File: src/rtl/pc_fetch_ctrl.sv
// Multicycle fetch sequencer: owns the PC register, drives the PC_mux controls and
// the instruction-memory request port, buffers one redirect and squashes wrong-path returns.
module pc_fetch_ctrl #(
    parameter int TIMEOUT_CYCLES = 16,
    parameter int CNT_W          = 5
) (
    input  logic        clk_in,
    input  logic        rst_in,
    input  logic        stall_in,
    input  logic        branch_taken_in,
    input  logic [31:0] branch_target_in,
    input  logic [31:0] pc_mux_in,
    input  logic        imem_ack_in,
    input  logic [31:0] imem_rdata_in,
    output logic [31:0] pc_out,
    output logic [1:0]  pc_src_out,
    output logic        branch_sel_out,
    output logic [30:0] iaddr_out,
    output logic        imem_req_out,
    output logic [31:0] imem_addr_out,
    output logic [31:0] instr_out,
    output logic        instr_valid_out,
    output logic        squash_out,
    output logic        fetch_err_out
);

    localparam logic [2:0] ST_RST  = 3'd0;
    localparam logic [2:0] ST_BOOT = 3'd1;
    localparam logic [2:0] ST_WAIT = 3'd2;
    localparam logic [2:0] ST_HOLD = 3'd3;
    localparam logic [2:0] ST_ADV  = 3'd4;
    localparam logic [2:0] ST_ERR  = 3'd5;

    localparam logic [CNT_W-1:0] CNT_LAST = CNT_W'(TIMEOUT_CYCLES - 1);

    logic [2:0]       state_r;
    logic [31:0]      pc_r;
    logic             req_r;
    logic [31:0]      instr_r;
    logic             instr_valid_r;
    logic             squash_out_r;
    logic             err_r;
    logic             pend_valid_r;
    logic [30:0]      pend_target_r;
    logic             squash_pend_r;
    logic [CNT_W-1:0] cnt_r;
    logic             capture_s;
    logic             target_lsb_unused_s;

    // Redirects are accepted only once the fetch loop is running.
    assign capture_s = branch_taken_in &&
                       ((state_r == ST_WAIT) || (state_r == ST_HOLD) || (state_r == ST_ADV));
    assign target_lsb_unused_s = branch_target_in[0];

    // Sequencer state, PC register, redirect buffer and registered fetch outputs.
    always_ff @(posedge clk_in) begin
        if (rst_in) begin
            state_r       <= ST_RST;
            pc_r          <= 32'd0;
            req_r         <= 1'b0;
            instr_r       <= 32'd0;
            instr_valid_r <= 1'b0;
            squash_out_r  <= 1'b0;
            err_r         <= 1'b0;
            pend_valid_r  <= 1'b0;
            pend_target_r <= 31'd0;
            squash_pend_r <= 1'b0;
            cnt_r         <= '0;
        end else begin
            instr_valid_r <= 1'b0;
            squash_out_r  <= 1'b0;
            if (capture_s) begin
                pend_valid_r  <= 1'b1;
                pend_target_r <= branch_target_in[31:1];
            end
            case (state_r)
                ST_RST: begin
                    state_r <= ST_BOOT;
                end
                ST_BOOT: begin
                    pc_r          <= pc_mux_in;
                    pend_valid_r  <= 1'b0;
                    pend_target_r <= 31'd0;
                    squash_pend_r <= 1'b0;
                    cnt_r         <= '0;
                    req_r         <= 1'b1;
                    state_r       <= ST_WAIT;
                end
                ST_WAIT: begin
                    if (imem_ack_in) begin
                        instr_r <= imem_rdata_in;
                        // A redirect seen anywhere in this WAIT, ack cycle included, kills the return.
                        if (squash_pend_r || branch_taken_in) begin
                            squash_out_r <= 1'b1;
                        end else begin
                            instr_valid_r <= 1'b1;
                        end
                        squash_pend_r <= 1'b0;
                        cnt_r         <= '0;
                        req_r         <= 1'b0;
                        state_r       <= stall_in ? ST_HOLD : ST_ADV;
                    end else if (cnt_r == CNT_LAST) begin
                        cnt_r   <= '0;
                        req_r   <= 1'b0;
                        err_r   <= 1'b1;
                        state_r <= ST_ERR;
                    end else begin
                        cnt_r         <= cnt_r + {{(CNT_W-1){1'b0}}, 1'b1};
                        squash_pend_r <= squash_pend_r | branch_taken_in;
                    end
                end
                ST_HOLD: begin
                    if (!stall_in) begin
                        state_r <= ST_ADV;
                    end
                end
                ST_ADV: begin
                    pc_r          <= pc_mux_in;
                    squash_pend_r <= 1'b0;
                    cnt_r         <= '0;
                    req_r         <= 1'b1;
                    state_r       <= ST_WAIT;
                    // The pending redirect is consumed here unless a new one arrives this cycle.
                    if (!branch_taken_in) begin
                        pend_valid_r  <= 1'b0;
                        pend_target_r <= 31'd0;
                    end
                end
                ST_ERR: begin
                    req_r <= 1'b0;
                    err_r <= 1'b1;
                end
                default: begin
                    req_r   <= 1'b0;
                    err_r   <= 1'b1;
                    state_r <= ST_ERR;
                end
            endcase
        end
    end

    // PC_mux controls decode from state and the pending redirect.
    always_comb begin
        pc_src_out     = 2'b11;
        branch_sel_out = 1'b0;
        iaddr_out      = 31'd0;
        if ((state_r == ST_RST) || (state_r == ST_BOOT)) begin
            pc_src_out = 2'b00;
        end else if (state_r == ST_ADV) begin
            branch_sel_out = pend_valid_r;
            iaddr_out      = pend_target_r;
        end else begin
            pc_src_out = 2'b11;
        end
    end

    assign pc_out          = pc_r;
    assign imem_addr_out   = pc_r;
    assign imem_req_out    = req_r;
    assign instr_out       = instr_r;
    assign instr_valid_out = instr_valid_r;
    assign squash_out      = squash_out_r;
    assign fetch_err_out   = err_r;

endmodule

File: config.mk
export PLATFORM = sky130hd
export DESIGN_NAME = pc_fetch_ctrl
export DESIGN_NICKNAME = d
export VERILOG_FILES = /design/src/rtl/pc_fetch_ctrl.sv
export SDC_FILE = /design/constraint.sdc
export NUM_CORES = 1
export LEC_CHECK = 0
export ABC_CLOCK_PERIOD_IN_PS = 2300
export CELL_PAD_IN_SITES_DETAIL_PLACEMENT = 0
export CELL_PAD_IN_SITES_GLOBAL_PLACEMENT = 1
export CORE_MARGIN = 3
export CORE_UTILIZATION = 32
export DETAILED_ROUTE_END_ITERATION = 10
export PLACE_DENSITY_LB_ADDON = 0.1
export SYNTH_ARGS = -nofsm -noshare
export SYNTH_HDL_FRONTEND = slang
export SYNTH_SLANG_ARGS = --single-unit
File: constraint.sdc
create_clock -name clk_in -period 2.3 [get_ports clk_in]
set_clock_uncertainty 0.1 [all_clocks]
set_input_delay 0.345 -clock clk_in [delete_from_list [all_inputs] [get_ports clk_in]]
set_output_delay 0.345 -clock clk_in [all_outputs]
set_load 0.005 [all_outputs]
# ---- Word level (Yosys, flattened, before mapping)
# Cells that the tools add are included.
# W data, S select, Z words.
dict set report totals {
  out_inout_bits 134
  in_bits 101
  ff_bits 109
}
dict set report op_classes {
  mux 30
  bitwise 6
  n_reduce_logical 16
  n_eq_ne 11
  addsub 1
}
# op n
set op_table {}
lappend op_table {{$mux W31} 4}
lappend op_table {{$pmux W31 S2} 1}
lappend op_table {{$pmux W3 S5} 1}
lappend op_table {{$mux W1} 12}
lappend op_table {{$mux W3} 4}
lappend op_table {{$mux W5} 2}
lappend op_table {{$pmux W5 S2} 1}
lappend op_table {{$eq A3 B2 Y1 const B} 2}
lappend op_table {{$eq A3 B3 Y1 const B} 2}
lappend op_table {{$pmux W1 S2} 3}
lappend op_table {{$reduce_and A2 Y1} 3}
lappend op_table {{$reduce_and A3 Y1} 2}
lappend op_table {{$add A5 B1 Y5 const B} 1}
lappend op_table {{$eq A5 B4 Y1 const B} 1}
lappend op_table {{$not A1 Y1} 5}
lappend op_table {{$logic_or A1 B1 Y1} 4}
lappend op_table {{$ne A2 B2 Y1 const B} 2}
lappend op_table {{$reduce_or A2 Y1} 2}
lappend op_table {{$reduce_or A4 Y1} 1}
lappend op_table {{$eq A3 B1 Y1 const B} 1}
lappend op_table {{$logic_not A3 Y1} 1}
lappend op_table {{$ne A3 B2 Y1 const B} 1}
lappend op_table {{$ne A3 B3 Y1 const B} 1}
lappend op_table {{$pmux W1 S3} 1}
lappend op_table {{6 further kinds} 6}

# ---- Longest topological paths before layout
# Gate-level depths: netlist of the first run.
dict set report logic_depth {
  depth_word 7
  ltp_mapped 6
}

# ---- Least setup slack after synthesis of the first run
# No wires, ideal clock.
dict set report synth_path {
  path_kind {reg2out}
  from {reg state_r[2]}
  to {out iaddr_out[0]}
  setup_slack_ns 0.672
  path_buffers 2
  arrival_ns 1.183
  stages_incl_launch_ff 5
  path_cell_list {dfxtp_1 buf_4 nor3b_4 clkbuf_1 and2_1}
}
dict set report synth_via {
  elab_chain_cells 3
  elab_cells_between_ends 6
  cone_classes {eq/ne: 2; mux: 2; reduce/logical: 2}
}
# element line
set synth_rtl {}
lappend synth_rtl {{start: declaration} 36} ;# logic [2:0] state_r;
lappend synth_rtl {{start signal: assignment} 101} ;# state_r <= stall_in ? ST_HOLD : ST_ADV;
lappend synth_rtl {{$eq A3 B3 Y1 (tied with other cells)} 149} ;# end else if (state_r == ST_ADV) begin
lappend synth_rtl {{$mux W31 or $logic_or A1 B1 Y1 (tied branches)} {149, 147}}
lappend synth_rtl {{$mux W31 (*)} 147} ;# if ((state_r == ST_RST) || (state_r == ST_BOOT)) begin
lappend synth_rtl {{end: declaration} 18} ;# output logic [30:0] iaddr_out,
# Mark *: on every way between the ends. The rest lies on a longest branch, timed or not.

# ---- Worst setup path in the final report of the first run
dict set report layout_path {
  from {reg state_r[0]}
  to {out iaddr_out[9]}
}
# Same word-level chain as after synthesis.

==> impl_metrics.py, run 1 <==
metrics = {
    "setup_path": {
        "crit_start": "state_r[0]$_SDFFE_PP0P_",
        "worstReg2RegStart": "state_r[1]$_SDFFE_PP0P_",
        "critPathKind": "flip-flop to primary output",
        "reg2reg_to": "imem_addr_out[5]$_SDFFE_PP0N_",
        "cp-end-kind": "primary output",
        "cp.required_ns": 1.86,
        "r2r_slack_ns": 0.47,
        "ff2ff_path_depth": 4,
        "start_kind": "flip-flop",
        "cp_max_fo": 10,
        "crit_path_end": "iaddr_out[9]",
        "arrival_ns": 1.84,
    },
    "cells_and_area": {
        "fin_nets": 867,
        "synthToLayoutAreaGrowth_pct": 53.29,
        "layout_commonest_cell": "clkdlybuf4s50_1",
        "final_cell_mix": "clkdlybuf4s50_1 (203), dfxtp_1 (106), a21oi_1 (73), nand3_1 (68), nand2_1 (67)",
        "instances_no_fill": 981,
        "n_antenna_cell": 0,
        "fill_cells": 1426,
        "drive_above_1_share_pct": 11.56,
    },
    "drt": {
        "vias": 4878,
        "drc_errors": 0,
        "vias_per_cell": 4.972,
        "dr.pass1.iters": 4,
        "drt_wl_total_mm": 16.15,
        "drt_iter0_drc": 233,
        "wire_per_inst_um": 16.46,
        "drtAntennaViolNets": 0,
    },
    "timing": {
        "whs_ns": 0.2954,
        "timing.final.crit_share_pct": 99.20,
        "hold_viol_final": 0,
        "period_needed_ns": 2.282,
        "setup_viol": 0,
        "relSlewSlack_pct": 34.52,
        "max_freq_ghz": 0.4383,
        "slew_viol_final": 0,
        "worst_slew_pin_slew_ns": 0.9811,
    },
    "yosys": {
        "yosys_warnings": 0,
        "avgSynthCellArea_um2": 8.680,
        "synth.distinct_cells": 44,
        "synth_top_area_cell": "dfxtp_1",
        "synth_area_um2": 5130,
        "syn_inst": 591,
        "synthesis.nets": 693,
        "synth_top_flop_cell": "dfxtp_1",
        "ys_top_cells_by_area": "dfxtp_1 (43%), a211oi_2 (7.6%), a21oi_1 (7.1%), nand3_1 (6.6%), buf_4 (5.9%)",
        "ys_async_sr_fraction_pct": 0,
        "synth_edf_count": 0,
        "synth-seq-area-share_pct": 42.54,
        "synth_top_area_share_pct": 42.54,
        "synth-seq-cells": 109,
    },
    "cts": {
        "cts_tree": "yes",
        "cts.hold.buffers_added": 0,
        "clk-insertion-delay-late_ns": 0.34,
        "path_clk_slew_ns": 0.08,
        "cts_buffers": 9,
        "cts.sinks": 109,
        "cts_buffer_depth": 2,
        "root_buffer": "clkbuf_16",
        "h-tree-depth": 3,
    },
    "floorplanning": {
        "die_width_um": 132.6,
        "rows": 45,
        "initial_core_util_pct": 33.25,
        "io_pins": 235,
        "die-height_um": 132.6,
        "core_um2": 15430,
        "die_area_um2": 17590,
    },
    "power": {
        "p_sw_mw": 2.589,
        "power_frac_clock_pct": 22.2,
        "comb_power_share_pct": 43.7,
        "vdd_drop_max_v": 0.0004404,
        "seqPwrFrac_pct": 34.1,
        "p_leak_nw": 3.101,
        "power.density_nw_per_um2": 923.1,
        "p_sw_share_pct": 35.66,
        "p_int_mw": 4.670,
    },
    "status": {
        "status": "completed",
    },
    "placement": {
        "port_buffers": 233,
        "dpl.cell_count": 957,
        "place.gp.congestion": 0.7887,
        "dpl.hpwl_mm": 10.46,
    },
    "worst_hold_path": {
        "worst_hold_path_type": "input port to flip-flop",
    },
    "grt": {
        "grt_pass1_wl_mm": 25.22,
        "grt_usage_pct": 17.20,
        "overflow": 0,
        "antenna_found_initial": 0,
        "grt_pass1_vias": 4859,
        "grt_max_degree": 54,
    },
    "run": {
        "max_cap_violations": 0,
    },
}
flip-flops by register name (all words and copies together), names as in the netlist:
signal / cells
imem_addr_out: 32
instr_out: 32
pend_target_r: 31
cnt_r: 5
state_r: 3
fetch_err_out: 1
imem_req_out: 1
instr_valid_out: 1
pend_valid_r: 1
squash_out: 1
squash_pend_r: 1
synth_stat cells, drive strengths merged, types with 2 or more instances:
library cell and number:
a21oi 74, nand4bb 2, o32ai 2, nor2 4, nand4 2, or3b 3, nand2 67, buf 71
nand3 68, nor3 3, dfxtp 109, o21ai 34, a311oi 2, inv 4, nand2b 3, o211ai 33
a211oi 32, and2 33, clkbuf 26, o2111ai 2
power by group through the flow:
| stage | clock, mW | combinational (mW) | sequential [mW] |
|---|---|---|---|
| 3_3_place_gp | 0 | 3.01 | 2.49 |
| 6_report | 1.61 | 3.17 | 2.48 |
| 5_1_grt | 1.75 | 3.44 | 2.53 |
| 4_1_cts | 1.67 | 3.12 | 2.48 |
| 3_5_place_dp | 0 | 3.06 | 2.51 |
| 2_1_floorplan | 0 | 1.93 | 2.48 |
logic make-up (layout without fill, tap and decap cells):
| group | after synthesis | count (layout) | synth area share, % |
|---|---|---|---|
| AOI/OAI and AO/OA | 184 | 184 | 25.15 |
| and+or+nand+nor | 193 | 193 | 19.34 |
| muxes | 1 | 1 | 0.2195 |
| xor gates and xnor gates | 2 | 2 | 0.4879 |
| adders and majority gates | 1 | 1 | 0.2439 |
| DFF | 109 | 109 | 42.54 |
| buffers and inverters | 101 | 280 | 12.02 |
repair_timing:
action	4_1_cts	5_1_grt
gates cloned	1	2
endpoints found under the setup margin	33	34
pin swaps	1	0
setup buffers	1	4
resized for setup	3	33
area by class of cell:
| type | count | area [um^2] | share of cell area, % |
|---|---|---|---|
| Timing Repair Buffer | 260 | 2748 | 34.94 |
| Multi-Input combinational cell | 381 | 2344 | 29.80 |
| Sequential cell | 109 | 2186 | 27.80 |
| Tap cell | 211 | 264.0 | 3.357 |
| Clock buffer | 9 | 225.2 | 2.864 |
| Clock inverter | 7 | 82.58 | 1.050 |
| Inverter | 4 | 15.01 | 0.1909 |
stage by stage:
stage | setup slack [ns] | util, % | power [mW] | cell area [um^2] | setup TNS (ns)
CTS | -0.0005377 | 49.86 | 7.271 | 7692 | -0.0005377
detailed placement | 0.2721 | 47.54 | 5.572 | 7335 | 0
floorplan | 0.6723 | - | 4.408 | 5130 | 0
global route | -0.03476 | 50.97 | 7.716 | 7864 | -0.03476
finish | 0.01829 | 50.97 | 7.259 | 7864 | 0
global placement | 0.2811 | 47.54 | 5.504 | 7335 | 0
layer usage:
| metal | part of all wire [%] | track usage, % | vias to the layer above |
|---|---|---|---|
| met5 | 0 | 0 | - |
| met2 | 47 | 27.85 | 158 |
| met3 | 7.4 | 5.361 | 17 |
| met4 | 1.5 | 5.370 | 0 |
| met1 | 44 | 21.95 | 2306 |
| li1 | - | - | 2397 |
how the worst min path moves through the flow:
stage	cells past startpoint	endpoint	start
6_report	2	instr_out[20]$_SDFFE_PP0N_	rst_in
5_1_grt	2	instr_out[14]$_SDFFE_PP0N_	rst_in
4_1_cts	2	instr_out[18]$_SDFFE_PP0N_	rst_in
3_5_place_dp	2	cnt_r[4]$_SDFFE_PP0P_	cnt_r[4]$_SDFFE_PP0P_
3_3_place_gp	2	cnt_r[4]$_SDFFE_PP0P_	cnt_r[4]$_SDFFE_PP0P_
2_1_floorplan	2	cnt_r[4]$_SDFFE_PP0P_	cnt_r[4]$_SDFFE_PP0P_
worst max-delay path, cell delays in order (launching register included):
cell,delay (ns)
dfxtp_2,0.34
nor3b_4,0.22
buf_12,0.15
clkbuf_16,0.14
and2_1,0.13
clkdlybuf4s50_1,0.51
No activity file was read; power rests on OpenSTA's default activity.
==> run 2: changes to the inputs <==
GPL_ROUTABILITY_DRIVEN = 1   (was not set)
==> results of run 2 <==
Final layout, timing and power as in run 1 (identical DEF).
